File: src/rtl/sdram_cmd_monitor.sv
// Passive SDRAM command monitor: decode, bank tracking, read-valid window, counters, error flags.
// Optional tRCD checking is built when SDRAM_MON_TRCD_CHECK_EN is defined.
module sdram_cmd_monitor #(
  parameter int BL    = 4,
  parameter int CNT_W = 16,
  parameter int TRCD  = 2
) (
  input  logic             sdram_clk,
  input  logic             sdram_resetn,
  input  logic             sdram_en,
  input  logic             sdram_ras_n,
  input  logic             sdram_cas_n,
  input  logic             sdram_we_n,
  input  logic [1:0]       sdram_ba,
  input  logic             sdram_a10,
  input  logic [1:0]       sdram_cas,
  input  logic             stat_clr,
  output logic             cmd_valid,
  output logic [2:0]       cmd_code,
  output logic             rd_dv,
  output logic [3:0]       bank_open,
  output logic [CNT_W-1:0] cnt_act,
  output logic [CNT_W-1:0] cnt_rd,
  output logic [CNT_W-1:0] cnt_wr,
  output logic [CNT_W-1:0] cnt_pre,
  output logic [CNT_W-1:0] cnt_ref,
  output logic [3:0]       err_flags,
  output logic             err_pulse
);

  localparam int BW = (BL > 1) ? $clog2(BL) : 1;

  typedef enum logic [2:0] {
    CMD_NOP = 3'd0, CMD_ACT = 3'd1, CMD_RD  = 3'd2, CMD_WR  = 3'd3,
    CMD_PRE = 3'd4, CMD_REF = 3'd5, CMD_MRS = 3'd6, CMD_BST = 3'd7
  } cmd_t;

  cmd_t          cmd;
  logic          is_act, is_rd, is_wr, is_pre, is_ref, is_bst;
  logic          bank_hit, start_cl2, start_cl3, kill, trcd_err;
  logic [3:0]    err_ev, bank_next;
  logic [2:0]    dl;
  logic [BW-1:0] beat_cnt;

  always_comb begin
    cmd = CMD_NOP;
    if (sdram_en) begin
      case ({sdram_ras_n, sdram_cas_n, sdram_we_n})
        3'b011:  cmd = CMD_ACT;
        3'b101:  cmd = CMD_RD;
        3'b100:  cmd = CMD_WR;
        3'b010:  cmd = CMD_PRE;
        3'b001:  cmd = CMD_REF;
        3'b000:  cmd = CMD_MRS;
        3'b110:  cmd = CMD_BST;
        default: cmd = CMD_NOP;
      endcase
    end
  end

  assign is_act   = (cmd == CMD_ACT);
  assign is_rd    = (cmd == CMD_RD);
  assign is_wr    = (cmd == CMD_WR);
  assign is_pre   = (cmd == CMD_PRE);
  assign is_ref   = (cmd == CMD_REF);
  assign is_bst   = (cmd == CMD_BST);
  assign bank_hit = bank_open[sdram_ba];

  // A read with an illegal CAS latency matches neither tap, so it never opens a window.
  assign start_cl2 = is_rd && (sdram_cas == 2'd2);
  assign start_cl3 = is_rd && (sdram_cas == 2'd3);
  assign kill      = is_bst || is_wr;

  assign err_ev[0] = (is_rd || is_wr) && !bank_hit;
  assign err_ev[1] = is_act && bank_hit;
  assign err_ev[2] = is_rd && !(sdram_cas == 2'd2 || sdram_cas == 2'd3);
  assign err_ev[3] = trcd_err;

  always_comb begin
    bank_next = bank_open;
    if (is_act) begin
      bank_next[sdram_ba] = 1'b1;
    end else if (is_pre) begin
      if (sdram_a10) bank_next = 4'b0000;
      else           bank_next[sdram_ba] = 1'b0;
    end else if ((is_rd || is_wr) && sdram_a10) begin
      bank_next[sdram_ba] = 1'b0;
    end
  end

  function automatic logic [CNT_W-1:0] sat_inc(input logic [CNT_W-1:0] v, input logic hit);
    return (hit && (v != '1)) ? v + CNT_W'(1) : v;
  endfunction

`ifdef SDRAM_MON_TRCD_CHECK_EN
  localparam int TW = (TRCD > 1) ? $clog2(TRCD) : 1;
  logic [TW-1:0] trcd_cnt [4];

  assign trcd_err = (is_rd || is_wr) && (trcd_cnt[sdram_ba] != '0);

  always_ff @(posedge sdram_clk) begin
    for (int b = 0; b < 4; b++) begin
      if (!sdram_resetn)
        trcd_cnt[b] <= '0;
      else if (is_act && (sdram_ba == 2'(b)))
        trcd_cnt[b] <= TW'(TRCD - 1);
      else if (trcd_cnt[b] != '0)
        trcd_cnt[b] <= trcd_cnt[b] - TW'(1);
    end
  end
`else
  assign trcd_err = 1'b0 && (TRCD > 0);
`endif

  always_ff @(posedge sdram_clk) begin
    if (!sdram_resetn) begin
      cmd_valid <= 1'b0;
      cmd_code  <= 3'd0;
      rd_dv     <= 1'b0;
      bank_open <= 4'b0000;
      cnt_act   <= '0;
      cnt_rd    <= '0;
      cnt_wr    <= '0;
      cnt_pre   <= '0;
      cnt_ref   <= '0;
      err_flags <= 4'b0000;
      err_pulse <= 1'b0;
      dl        <= 3'b000;
      beat_cnt  <= '0;
    end else begin
      cmd_valid <= (cmd != CMD_NOP);
      cmd_code  <= cmd;
      bank_open <= bank_next;
      err_pulse <= |err_ev;
      if (stat_clr) begin
        cnt_act   <= '0;
        cnt_rd    <= '0;
        cnt_wr    <= '0;
        cnt_pre   <= '0;
        cnt_ref   <= '0;
        err_flags <= 4'b0000;
      end else begin
        cnt_act   <= sat_inc(cnt_act, is_act);
        cnt_rd    <= sat_inc(cnt_rd, is_rd);
        cnt_wr    <= sat_inc(cnt_wr, is_wr);
        cnt_pre   <= sat_inc(cnt_pre, is_pre);
        cnt_ref   <= sat_inc(cnt_ref, is_ref);
        err_flags <= err_flags | err_ev;
      end
      // rd_dv reflects the state before this edge, so a kill drops it one cycle later.
      rd_dv <= dl[0] || (beat_cnt != '0);
      if (kill) begin
        dl       <= 3'b000;
        beat_cnt <= '0;
      end else begin
        dl <= {start_cl3, dl[2] | start_cl2, dl[1]};
        if (dl[0])
          beat_cnt <= BW'(BL - 1);
        else if (beat_cnt != '0)
          beat_cnt <= beat_cnt - BW'(1);
      end
    end
  end

endmodule

File: config.mk
export PLATFORM = sky130hd
export DESIGN_NAME = sdram_cmd_monitor
export DESIGN_NICKNAME = d
export VERILOG_FILES = /design/src/rtl/sdram_cmd_monitor.sv
export SDC_FILE = /design/constraint.sdc
export NUM_CORES = 1
export LEC_CHECK = 0
export CORE_UTILIZATION = 42
export CTS_BUF_LIST = sky130_fd_sc_hd__clkbuf_4 sky130_fd_sc_hd__clkbuf_8
export DETAILED_ROUTE_END_ITERATION = 10
export PLACE_DENSITY = 0.69
export SETUP_SLACK_MARGIN = 0.3
export SLEW_MARGIN = 20
export SYNTH_ARGS = -nofsm -noshare
export SYNTH_HDL_FRONTEND = slang
export SYNTH_SLANG_ARGS = --single-unit
File: constraint.sdc
create_clock -name sdram_clk -period 1.9 [get_ports sdram_clk]
set_input_delay 0.285 -clock sdram_clk [delete_from_list [all_inputs] [get_ports sdram_clk]]
set_output_delay 0.285 -clock sdram_clk [all_outputs]
set_load 0.005 [all_outputs]
# Word level (Yosys, flattened, before mapping)
# Cells that the tools add are included.
classes:
  n_addsub: 6
  n_reduce_logical: 26
  muxes: 12
  n_eq_ne: 19
  n_bitwise: 6
  n_lt_le_gt_ge: 2
op_table:
  columns: ["cell", "n"]
  rows:
  - ["$add A16 B1 Y16 const B", 5]
  - ["$ne A16 B16 Y1 const B", 5]
  - ["$pmux W3 S7", 1]
  - ["$eq A3 B3 Y1 const B", 6]
  - ["$mux W4", 4]
  - ["$eq A3 B2 Y1 const B", 4]
  - ["$logic_and A1 B1 Y1", 12]
  - ["$eq A3 B1 Y1 const B", 2]
  - ["$reduce_bool A3 Y1", 2]
  - ["$and A4 B4 Y4", 1]
  - ["$eq A2 B2 Y1 const B", 2]
  - ["$logic_or A1 B1 Y1", 4]
  - ["$mux W2", 2]
  - ["$not A4 Y4", 1]
  - ["$or A4 B3 Y4", 1]
  - ["$or A4 B4 Y4", 1]
  - ["$reduce_bool A2 Y1", 2]
  - ["$reduce_or A2 Y1", 2]
  - ["$logic_not A3 Y1", 1]
  - ["$lt A2 B3 Y1 const B", 1]
  - ["$mux W3", 1]
  - ["$reduce_or A3 Y1", 1]
  - ["$bmux W1 S2", 1]
  - ["$demux W1 S2", 1]
  - ["other kinds (6)", 8]
totals:
  in_bits: 12
  regBits: 99
  wordCells: 84

# Depth between registers and ports, before layout
logic_depth:
  word_depth: 9
  mapped_depth: 7

# Worst setup path before layout
# OpenSTA, ideal clock, no wires.
synth_timing:
  path_kind: "flip-flop to flip-flop"
  startpoint: "register cnt_ref[0]"
  endpoint: "register cnt_ref[12]"
  path_slack_ns: 0.188
  t_required_ns: 1.772
  arrival_time_ns: 1.585
  stages_incl_launch_ff: 7
  cell_sequence: "dfxtp_1 > ha_1 > inv_1 > nor4_1 > nand4_1 > xor2_1 > nor2_1"
synth_via:
  elab_chain_cells: 2
synth_rtl:
  columns: ["element", "line_no", "rtl"]
  rows:
  - ["start, declared", "26", "output logic [CNT_W-1:0] cnt_ref,"]
  - ["start signal, assigned", "147", "cnt_ref <= sat_inc(cnt_ref, is_ref);"]
  - ["branches (longest 2 deep; another with $add A16 B1 Y16)", null, null]
# Parallel ways; which one is timed is not known.
# A chain may end at the register's enable or synchronous reset.

# Final worst setup path
layout_timing:
  startpoint: "register cnt_rd[5]"
  endpoint: "register cnt_rd[13]"
layout_via:
  elab_chain_cells: 2
layout_rtl:
  columns: ["element", "line_no", "rtl"]
  rows:
  - ["start, declared", "23", "output logic [CNT_W-1:0] cnt_rd,"]
  - ["start signal, assigned", "144", "cnt_rd <= sat_inc(cnt_rd, is_rd);"]
  - ["branches (longest 2 deep; another with $add A16 B1 Y16)", null, null]
# Parallel ways; which one is timed is not known.

==> impl_metrics.ini <==
[critical_path]
rr_startpoint = cnt_rd[5]
worst-endpoint-required_ns = 2.15
worstSetupStartpointType = flop
worst-path-stages = 5
worstPathArrival_ns = 1.89
end_kind = flop
regToRegSetupSlack_ns = 0.26
path_delay_family = simple AND/OR/NAND/NOR gates
crit_fanout = 5
cp.buffers_inverters = 0
r2r_end = cnt_rd[13]
r2r_cells = 5
path_cells = nand4_1, or3_4, nor4_4, xnor2_1, nor2_1
setup.worst_path.class = reg -> reg
slowest_stage = or3_4
max_stage_delay_ns = 0.52

[yosys]
synth.area.top_cells = dfxtp_1 (41%), xnor2_1 (6.8%), nor2_1 (6.7%), nand2_1 (3.5%), xor2_1 (3.3%)
synth_cell_type_count = 55
synth_seq_area_share_pct = 41.4
synth_top_area_cell = dfxtp_1
ys.flop_type = dfxtp_1
yosysTopAreaCellShare_pct = 41.4
netlist_instances = 550
syn_nets = 568
netlist_area_um2 = 4730
synth_edf_count = 0
synth_warnings = 0
async_reset_ff_share_pct = 0
synth_seq_cells = 98
postSynthAreaPerCell_um2 = 8.61

[placed_design]
dp_hpwl_um = 8630
dpl_worst_slack_ns = -0.307
placed_cell_area_um2 = 6360
place.port_buffers = 104
routabilityCongestion = 0.865
dp_cells = 826

[floorplan]
die_h_um = 108
io_pins = 106
die_w_um = 108
die_area_um2 = 11700
rows = 38
core-area_um2 = 10900
start_util_pct = 43.5

[drt]
first_iter_violations = 180
num_vias = 4613
drc = 0
ant_nets = 0
totalWireLength_um = 12800
drt_pre_antenna_iters = 4
viasPerCell = 5.29
wire_per_inst_um = 14.7

[grt]
gr-usage-met1_pct = 27.7
use_met3_pct = 4.10
grt_max_degree = 42
gr-usage-met2_pct = 36.1
grt_usage_pct = 21.5
grt_busiest_layer = met2
grt_pass1_vias = 4254
grt_pass1_wl_um = 20100
overflow = 0
antenna_found_initial = 0

[power]
power_frac_comb_pct = 8.6
pwr_density_cell_nw_per_um2 = 528
netSwitchingFraction_pct = 24.2
leakage_nw = 2.63
seq_power_share_pct = 54.2
internal_power_w = 0.00288
power.switching_w = 0.000919
peakVddDrop_v = 0.000368
clock_power_share_pct = 37.2

[clocking]
cts_hold_buf = 0
h-tree-depth = 3
clkLatencyLatePin_ns = 0.36
cts-root-buf = clkbuf_8
clockBufferDepth = 2
cts_made_buffers = 9
path_clk_slew_ns = 0.09
cts_tree = yes
cts_sinks = 98

[timing]
fmaxAchievable_ghz = 0.608
hold_ws_ns = 0.396
grt_setup_unrepaired = true
min_period_ns = 1.64
drv_slew = 0
finalCritPeriodShare_pct = 86.6
hold_violations = 0
worst_clock_skew_ns = 0.00710
setup_viol = 0
fin_ws_ns = 0.255

[layout]
area_delta_synth_final_pct = 52.3
final_cell_mix = clkdlybuf4s50_1 (87), nor2_1 (81), buf_4 (71), nand2_1 (44), dfxtp_2 (43)
final_common_cell = clkdlybuf4s50_1
multiInputGateArea_um2 = 2930
nNetsFinal = 746
n_antenna_cell = 0
seqCellArea_um2 = 2120
drive_gt1_share_pct = 32.0
nFillCells = 904
instances_no_fill = 872
finalInstanceArea_um2 = 7210
final_core_util_pct = 66.2

[worst_hold_path]
hold_class = in -> reg
min_path_cells = 3
min_from = sdram_ras_n
hold_path_end = cmd_valid

[outcome]
status = complete, no violations

[job]
cap_violations = 0
==> final cells by class <==
| type | instances | share of cell area (%) |
|---|---|---|
| Timing Repair Buffer | 188 | 24.0 |
| Inverter | 12 | 0.625 |
| Sequential cell | 98 | 29.5 |
| Clock buffer | 11 | 2.10 |
| Tap cell | 140 | 2.43 |
| Multi-Input combinational cell | 419 | 40.7 |
| Clock inverter | 4 | 0.712 |
==> tightest hold or removal path: cells and delay by family <==
kind / cells / cell delay, ns
buffers and inverters: 2 / 0.35
AO/OA/AOI/OAI: 1 / 0.08
==> logic make-up (layout without fill, tap and decap cells) <==
logic type      count (synthesis)  after routing  synth area share, %
buf+inv                        33            215                 2.91
simple gates                  261            261                 29.8
xor+xnor                       55             55                 10.2
flops                          98             98                 41.4
compound gates                 90             90                 12.4
fa+ha+maj                       6              6                 1.59
mux                             6              6                 1.53
other cells                     1              1               0.0792
==> power groups by stage <==
stage | combinational (W) | sequential (W) | clock, W
2_1_floorplan | 0.000172 | 0.00215 | 0
3_3_place_gp | 0.000310 | 0.00215 | 0
3_5_place_dp | 0.000322 | 0.00215 | 0
4_1_cts | 0.000327 | 0.00209 | 0.00144
5_1_grt | 0.000363 | 0.00207 | 0.00152
6_report | 0.000329 | 0.00206 | 0.00141
==> worst max path at each step <==
stage / slack, ns / to / startpoint
after floorplan: 0.27 / cnt_act[14] / cnt_act[4]
after global placement: -0.28 / cnt_ref[15] / sdram_ras_n
after detailed placement: -0.31 / cnt_ref[15] / sdram_ras_n
after CTS: 0.27 / cnt_ref[9] / cnt_ref[11]
after global routing: 0.16 / cnt_rd[13] / cnt_rd[5]
final: 0.26 / cnt_rd[13] / cnt_rd[5]
==> flip-flops by register name (all words and copies together), names as in the netlist <==
signal and flops:
cmd_valid 1, cnt_rd 16, cnt_pre 16, dl 3, err_pulse 1, cnt_act 16
cnt_ref 16, bank_open 4, err_flags 3, beat_cnt 2, cnt_wr 16, cmd_code 3
rd_dv 1
==> repair_timing <==
action,4_1_cts,5_1_grt
endpoints found under the setup margin,113,94
resized for setup,97,77
pin swaps,8,27
buffers inserted,12,19
==> layer usage <==
layer / vias to the layer above / routed length, um
met5: - / 0
met4: 0 / 201
met3: 15 / 409
met2: 93 / 6290
met1: 2184 / 5880
li1: 2321 / -
==> stage by stage <==
stage                     TNS (ns)  total power [W]
after floorplan                  0          0.00232
after global placement       -9.62          0.00246
after detailed placement    -12.02          0.00247
after CTS                        0          0.00386
after global routing             0          0.00395
final                            0          0.00380
==> cells in the mapped netlist, drive strengths merged, types with 4 or more instances <==
master	n
mux2i	5
a21oi	25
nor3	20
o211ai	8
o21ai	18
clkbuf	14
dfxtp	98
ha	6
and2	4
xor2	18
nand2	44
buf	7
inv	12
nand4	20
o31ai	4
or3	6
nor4	9
nor2	84
nor3b	5
and4	6
a211oi	11
nor2b	6
nand3	27
a31oi	9
xnor2	37
o21a	4
and3	11
Note: power is estimated with default switching activity, not from simulation.
